<file path="config.mk">
export PLATFORM = sky130hd
export DESIGN_NAME = gpu_receiver_sequencer
export DESIGN_NICKNAME = d
export VERILOG_FILES = /design/src/rtl/gpu_receiver_sequencer.sv
export SDC_FILE = /design/constraint.sdc
export NUM_CORES = 1
export LEC_CHECK = 0
export ABC_AREA = 1
export BUFFER_PORTS_ARGS = -buffer_cell sky130_fd_sc_hd__buf_2
export CAP_MARGIN = 30
export CORE_MARGIN = 3
export CORE_UTILIZATION = 45
export CTS_BUF_LIST = sky130_fd_sc_hd__clkbuf_8
export CTS_CLUSTER_DIAMETER = 80
export DETAILED_ROUTE_END_ITERATION = 12
export SLEW_MARGIN = 10
export SYNTH_ARGS = -nofsm -noshare
export SYNTH_HDL_FRONTEND = slang
export SYNTH_SLANG_ARGS = --single-unit
</file>
<file path="constraint.sdc">
create_clock -name clk -period 11.45 [get_ports clk]
set_input_delay 1.7175 -clock clk [delete_from_list [all_inputs] [get_ports clk]]
set_output_delay 1.7175 -clock clk [all_outputs]
set_load 0.005 [all_outputs]
</file>
<file path="src/rtl/gpu_receiver_sequencer.sv">
// Frame sequencer: per batch it loads and sweeps X, WIDTH, Y, HEIGHT, then writes COLOR.
// Outputs are registered and follow start by one cycle; there is no backpressure, and start is ignored while busy.
module gpu_receiver_sequencer #(
    parameter int H_RES       = 640,
    parameter int V_RES       = 480,
    parameter int BATCH_COUNT = 4
) (
    input  logic       clk,
    input  logic       reset,
    input  logic       start,
    output logic [2:0] state,
    output logic [9:0] coord_generator,
    output logic [3:0] rect_counter,
    output logic [1:0] batch_counter,
    output logic       batch_completed,
    output logic [9:0] src_addr,
    output logic       busy,
    output logic       finish
);

    typedef enum logic [1:0] {IDLE, LOAD, SWEEP, DRAIN} phase_t;

    localparam logic [2:0] F_X = 3'd1;
    localparam logic [2:0] F_W = 3'd2;
    localparam logic [2:0] F_Y = 3'd3;
    localparam logic [2:0] F_H = 3'd4;
    localparam logic [2:0] F_C = 3'd5;
    localparam logic [1:0] LAST_BATCH = 2'(BATCH_COUNT - 1);
    localparam logic [9:0] H_LAST     = 10'(H_RES - 1);
    localparam logic [9:0] V_LAST     = 10'(V_RES - 1);

    phase_t     phase_q, phase_d;
    logic [2:0] field_q, field_d;
    logic [9:0] cnt_q, cnt_d;
    logic [1:0] batch_q, batch_d;
    logic [9:0] sweep_last;

    logic [2:0] state_q, state_d;
    logic [9:0] coord_q, coord_d;
    logic [3:0] rect_q, rect_d;
    logic [1:0] bcnt_q, bcnt_d;
    logic       bdone_q, bdone_d;
    logic [9:0] src_q, src_d;
    logic       busy_q, busy_d;
    logic       finish_q, finish_d;
    logic [5:0] rect_idx;

    always_comb begin
        sweep_last = 10'd15;
        case (field_q)
            F_X, F_W: sweep_last = H_LAST;
            F_Y, F_H: sweep_last = V_LAST;
            default:  sweep_last = 10'd15;
        endcase
    end

    always_ff @(posedge clk or posedge reset) begin
        if (reset) begin
            phase_q <= IDLE;
            field_q <= 3'd0;
            cnt_q   <= 10'd0;
            batch_q <= 2'd0;
        end else begin
            phase_q <= phase_d;
            field_q <= field_d;
            cnt_q   <= cnt_d;
            batch_q <= batch_d;
        end
    end

    always_comb begin
        phase_d = phase_q;
        field_d = field_q;
        cnt_d   = cnt_q;
        batch_d = batch_q;
        case (phase_q)
            IDLE: begin
                if (start) begin
                    phase_d = LOAD;
                    field_d = F_X;
                    cnt_d   = 10'd0;
                    batch_d = 2'd0;
                end
            end
            LOAD: begin
                if (cnt_q == 10'd15) begin
                    phase_d = SWEEP;
                    cnt_d   = 10'd0;
                end else begin
                    cnt_d = cnt_q + 10'd1;
                end
            end
            SWEEP: begin
                if (cnt_q == sweep_last) begin
                    cnt_d = 10'd0;
                    if (field_q == F_C) begin
                        if (batch_q == LAST_BATCH) begin
                            phase_d = DRAIN;
                        end else begin
                            batch_d = batch_q + 2'd1;
                            field_d = F_X;
                            phase_d = LOAD;
                        end
                    end else begin
                        field_d = field_q + 3'd1;
                        // COLOR has no load phase; go straight to its write sweep
                        phase_d = (field_q == F_H) ? SWEEP : LOAD;
                    end
                end else begin
                    cnt_d = cnt_q + 10'd1;
                end
            end
            DRAIN: begin
                if (cnt_q == 10'd2) begin
                    phase_d = IDLE;
                    cnt_d   = 10'd0;
                end else begin
                    cnt_d = cnt_q + 10'd1;
                end
            end
            default: phase_d = IDLE;
        endcase
    end

    // Output tuple is decoded from next state so every port is a flop.
    always_comb begin
        rect_idx = {batch_d, cnt_d[3:0]};
        state_d  = 3'd0;
        coord_d  = 10'd0;
        rect_d   = 4'd0;
        bcnt_d   = 2'd0;
        bdone_d  = 1'b0;
        src_d    = 10'd0;
        busy_d   = 1'b0;
        finish_d = 1'b0;
        case (phase_d)
            LOAD: begin
                state_d = field_d;
                rect_d  = cnt_d[3:0];
                bcnt_d  = batch_d;
                src_d   = 10'(rect_idx) * 10'd5 + 10'(field_d - 3'd1);
                busy_d  = 1'b1;
            end
            SWEEP: begin
                state_d = field_d;
                bcnt_d  = batch_d;
                bdone_d = 1'b1;
                busy_d  = 1'b1;
                if (field_d == F_C) begin
                    coord_d = 10'(rect_idx);
                    src_d   = 10'(rect_idx) * 10'd5 + 10'd4;
                end else begin
                    coord_d = cnt_d;
                end
            end
            DRAIN: begin
                busy_d   = (cnt_d != 10'd2);
                finish_d = (cnt_d == 10'd2);
            end
            default: ;
        endcase
    end

    always_ff @(posedge clk or posedge reset) begin
        if (reset) begin
            state_q  <= 3'd0;
            coord_q  <= 10'd0;
            rect_q   <= 4'd0;
            bcnt_q   <= 2'd0;
            bdone_q  <= 1'b0;
            src_q    <= 10'd0;
            busy_q   <= 1'b0;
            finish_q <= 1'b0;
        end else begin
            state_q  <= state_d;
            coord_q  <= coord_d;
            rect_q   <= rect_d;
            bcnt_q   <= bcnt_d;
            bdone_q  <= bdone_d;
            src_q    <= src_d;
            busy_q   <= busy_d;
            finish_q <= finish_d;
        end
    end

    assign state           = state_q;
    assign coord_generator = coord_q;
    assign rect_counter    = rect_q;
    assign batch_counter   = bcnt_q;
    assign batch_completed = bdone_q;
    assign src_addr        = src_q;
    assign busy            = busy_q;
    assign finish          = finish_q;

endmodule

</file>
# Word level (Yosys, flattened, before mapping)
# Index checks and enable logic that the tools add are counted.
# word_totals
reg_bits,49
in_bits,3
out_inout_bits,32
elab_cells,75
# classes
n_addsub,6
multipliers,1
n_eq_ne,18
n_mux,34
n_reduce_logical,4
# op_table
operator,count
two-way mux 10 bit,7
case mux 10 bit (2 select lines),2
case mux 10 bit (4 select lines),1
two-way mux 2 bit,12
== test 10 x 2 -> 1 bit (second input constant),2
two-way mux 3 bit,5
adder 10 x 1 -> 10 bit (second input constant),1
adder 9 x 10 -> 10 bit,1
adder 9 x 3 -> 10 bit (second input constant),1
== test 10 bit,1
== test 10 x 4 -> 1 bit (second input constant),1
== test 2 bit (second input constant),5
!= test 10 x 2 -> 1 bit (second input constant),1
== test 3 bit (second input constant),3
multiplier 6 x 3 -> 9 bit (second input constant),1
case mux 2 bit (4 select lines),1
== test 3 x 2 -> 1 bit (second input constant),2
case mux 3 bit (2 select lines),1
OR reduction 2 bit,3
== test 2 x 1 -> 1 bit (second input constant),2
two-way mux 4 bit,1
case mux 2 bit (2 select lines),1
subtractor 3 x 1 -> 4 bit (second input constant),1
adder 3 x 1 -> 3 bit (second input constant),1
other kinds (5),6

# Longest topological paths before layout
# logic_depth
ltp_word,10
ltp_mapped,29
ltp_nobuf,29

# Worst setup path before layout
# OpenSTA, ideal clock, no wires.
# synth_path
kind,in2reg
startpoint,input port start
endpoint,"register src_q[9], in the netlist src_addr[9]"
setup_ps,132
t_arrival_ps,4726
t_required_ps,11318
setup_slack_ps,6592
path_stages,21
path_buffers,0
path_cell_list,nor2_1 -> inv_1 -> nand2_1 -> inv_1 -> o21ai_0 -> ha_1 -> inv_1 -> fa_1 -> inv_1 -> ha_1 -> a21oi_1 -> o21ai_0 -> a21oi_1 -> o21ai_0 -> nand2_1 -> nand2_1 -> nand2_1 -> nand2_1 -> o21bai_2 -> nand3_1 -> nor2_1
# synth_via
elab_chain_cells,6
word_cells_on_any_way,17
cone_classes,add/sub: 3; mul: 1; eq/ne: 3; mux: 10
# synth_rtl
element,line_no,source
start: declaration,10,"input logic start,"
two-way mux 2 bit (*),78,if (start) begin
case mux 2 bit (2 select lines) (*),76,case (phase_q)
via batch_d[0],35,"logic [1:0] batch_q, batch_d;"
multiplier 6 x 3 -> 9 bit (*),"141, 151",
adder 9 x 3 -> 10 bit,151,src_d = 10'(rect_idx) * 10'd5 + 10'd4;
two-way mux 10 bit,149,if (field_d == F_C) begin
case mux 10 bit (2 select lines) (*),136,case (phase_d)
via src_d[9],43,"logic [9:0] src_q, src_d;"
end signal: assignment,180,src_q <= src_d;
end: declaration,43,
# The timed path passes the listed nets; every way through them passes the cells marked *.

# Worst setup path in the final report
# Ends and elaborated chain as after synthesis.

==> impl_metrics.env <==
export IMPL_outcome="finished clean"
export IMPL_cts_buffer_depth=2
export IMPL_seq_area_um2=1230
export IMPL_cts_root_buf="clkbuf_8"
export IMPL_synth_distinct_cells=37
export IMPL_clock_sinks=49
export IMPL_crit_path_max_incr_delay_ns=0.57
export IMPL_grt_usage_pct=18.3
export IMPL_stdcell_area_um2=3700
export IMPL_pwr_share_clk_pct=15.1
export IMPL_viasPerCell=4.84
export IMPL_crit_path_start_kind="input port"
export IMPL_gp_congestion=0.865
export IMPL_dr_pass1_iters=4
export IMPL_hold_viol=0
export IMPL_multi_input_area_um2=1770
export IMPL_peakVddDrop_uv=88.9
export IMPL_internal_power_mw=0.425
export IMPL_worst_ep_required_time_ns=11.62
export IMPL_maxCapViolations=0
export IMPL_nNetsFinal=497
export IMPL_antenna_found_initial=0
export IMPL_io_pins=35
export IMPL_synth_most_common_cell="nand2_1"
export IMPL_synth_net_count=457
export IMPL_critical_path_class="input port to flop"
export IMPL_synth_warnings=0
export IMPL_synth_top_area_share_pct=37.4
export IMPL_crit_family="compound AO/OA/AOI/OAI gates"
export IMPL_die_width_um=91.4
export IMPL_power_density_nw_per_um2=222
export IMPL_gr_total_overflow=0
export IMPL_clock_latency_ns=0.30
export IMPL_syn_area_um2=3280
export IMPL_critPathArrivalTime_ns=5.32
export IMPL_fin_crit_sh_pct=45.0
export IMPL_cts_hold_buf=0
export IMPL_placed_area_um2=3580
export IMPL_synth_cells=422
export IMPL_slowest_stage="fa_1"
export IMPL_path_clk_slew_ns=0.09
export IMPL_fmaxAchievable_mhz=194
export IMPL_setup_violations=0
export IMPL_start_util_pct=47.3
export IMPL_hold_class="flop to flop"
export IMPL_die_y_um=91.4
export IMPL_async_reset_ff_share_pct=100
export IMPL_vias=2705
export IMPL_cts_tree="built"
export IMPL_cts_htree_levels=2
export IMPL_crit_chain="buf_2, nor2_1, inv_1, nand2_1, inv_1, o21ai_0, ha_1, inv_1, fa_1, inv_1, ha_1, a21oi_1, o21ai_0, a21oi_1, o21ai_0, nand2_1, nand2_1, nand2_1, nand2_1, o21bai_2, nand3_1, nor2_1"
export IMPL_period_needed_ns=5.15
export IMPL_totalWireLength_mm=7.13
export IMPL_cp_max_fo=6
export IMPL_synthFlopType="dfrtp_1"
export IMPL_synthTopCellsByCount="nand2_1, inv_1, nor2_1, dfrtp_1, ha_1"
export IMPL_io_buffer_count=34
export IMPL_worstSetupEndpointType="flop"
export IMPL_avgSynthCellArea_um2=7.78
export IMPL_ant_nets=0
export IMPL_switching_share_pct=48.2
export IMPL_grt_pass1_vias=2663
export IMPL_slew_headroom_pct=65.9
export IMPL_ys_top_cells_by_area="dfrtp_1, ha_1, nand2_1, inv_1, nor2_1"
export IMPL_worst_pin_slew_ns=0.511
export IMPL_grt_pass1_wl_mm=12.4
export IMPL_wl_per_cell_um=12.8
export IMPL_drc=0
export IMPL_cts_buffers=5
export IMPL_seq_area_frac_synth_pct=37.4
export IMPL_grt_max_degree=34
export IMPL_synth_edf_count=0
export IMPL_place_hpwl_mm=5.75
export IMPL_n_antenna_cell=0
export IMPL_nFillCells=664
export IMPL_p_sw_mw=0.396
export IMPL_yosysTopAreaCell="dfrtp_1"
export IMPL_finalClockSkew_ns=0.00599
export IMPL_core_rowCount=30
export IMPL_leakagePower_nw=2.11
export IMPL_area_growth_pct=12.7
export IMPL_seq_power_share_pct=26.9
export IMPL_critical_path_buf_inv_count=5
export IMPL_drt_initial_drc_count=138
export IMPL_setup_tns_ns=0
export IMPL_core_area_um2=6940
export IMPL_postCtsSetupBuffers=0
export IMPL_power_frac_comb_pct=58.0
export IMPL_rsz0062_at_grt="false"
export IMPL_cts_resized=0
export IMPL_die_area_um2=8350
export IMPL_ys_ff_latch=49
export IMPL_cp_common_cell="nand2_1"
export IMPL_drive_above_1_share_pct=19.9
export IMPL_slew_viol_final=0
## power by group through the flow
stage | sequential [mW] | clock, mW | combinational [mW]
finish | 0.220 | 0.124 | 0.476
global route | 0.223 | 0.135 | 0.552
CTS | 0.220 | 0.128 | 0.478
detailed placement | 0.224 | 0 | 0.474
global placement | 0.224 | 0 | 0.466
floorplan | 0.224 | 0 | 0.359
## worst paths after layout
| kind | start | cells after the start | slack (ns) | endpoint |
|---|---|---|---|---|
| setup reg to reg | field_q[0] | 27 | 6.96 | src_addr[9] |
| setup / recovery | start | 22 | 6.30 | src_addr[9] |
| hold reg to reg | batch_q[1] | 2 | 0.62 | batch_q[1] |
| hold / removal | batch_q[1] | 2 | 0.62 | batch_q[1] |
| min in group asynchronous | reset | 2 | 1.39 | coord_generator[1] |
| max in group asynchronous | reset | 3 | 9.56 | batch_q[0] |
## final cells by class
class,instances,share of cell area (%)
clock inverters,3,1.18
repair buffers,35,5.14
flip-flops and latches,49,33.2
well taps,96,3.25
inverters,75,7.61
clock buffers,5,1.86
multi-input cells,296,47.8
## metrics by stage
stage	instances	hold slack [ns]	power (mW)	util, %	setup slack (ns)
2_1_floorplan	422	0.507	0.583	-	6.59
3_3_place_gp	550	0.597	0.689	51.3	6.16
3_5_place_dp	551	0.593	0.698	51.6	5.97
4_1_cts	559	0.619	0.826	53.2	6.32
5_1_grt	559	0.648	0.910	53.2	5.83
6_report	559	0.619	0.820	53.2	6.30
## metal layers
layer  track usage [%]  share of wire (%)
met5                 0                  0
met4              3.77                1.0
met1              24.2                 48
met3              3.65                3.9
met2              31.0                 47
## sequential cells by signal, summed over array words and instances, names as in the netlist
name / cells
coord_generator: 10
field_q: 3
src_addr: 10
state: 3
batch_completed: 1
phase_q: 2
rect_counter: 4
cnt_q: 10
batch_counter: 2
busy: 1
finish: 1
batch_q: 2
## cell usage in the layout (no fill, tap or decap), types with 13 or more instances in the layout
master,instances
a21oi_1,21
nand2_1,89
nand2_2,13
nor2_1,53
buf_2,34
ha_1,30
dfrtp_1,49
nand3_1,23
inv_1,67
o21ai_0,13
## worst reg2reg max path: stages (launching register included)
cell and delay, ns:
dfrtp_1 0.43, inv_1 0.13, ha_1 0.24, o21ai_0 0.19
nand2_1 0.07, nand2_1 0.08, nand3_2 0.12, nand2_2 0.12
nand2_4 0.11, nand2_2 0.09, nand2_1 0.16, ha_1 0.34
ha_1 0.14, inv_1 0.06, fa_1 0.51, inv_1 0.08
ha_1 0.35, a21oi_1 0.16, o21ai_0 0.09, a21oi_1 0.20
o21ai_0 0.18, nand2_1 0.09, nand2_1 0.05, nand2_1 0.05
nand2_1 0.05, o21bai_2 0.17, nand3_1 0.06, nor2_1 0.04
## kinds of logic after synthesis
kind of cell	share of synthesized area (%)
fa+ha+maj	12.7
flops	37.4
simple gates	29.9
compound gates	8.88
buf+inv	8.81
xor+xnor	2.40
No activity file was read; power rests on OpenSTA's default activity.
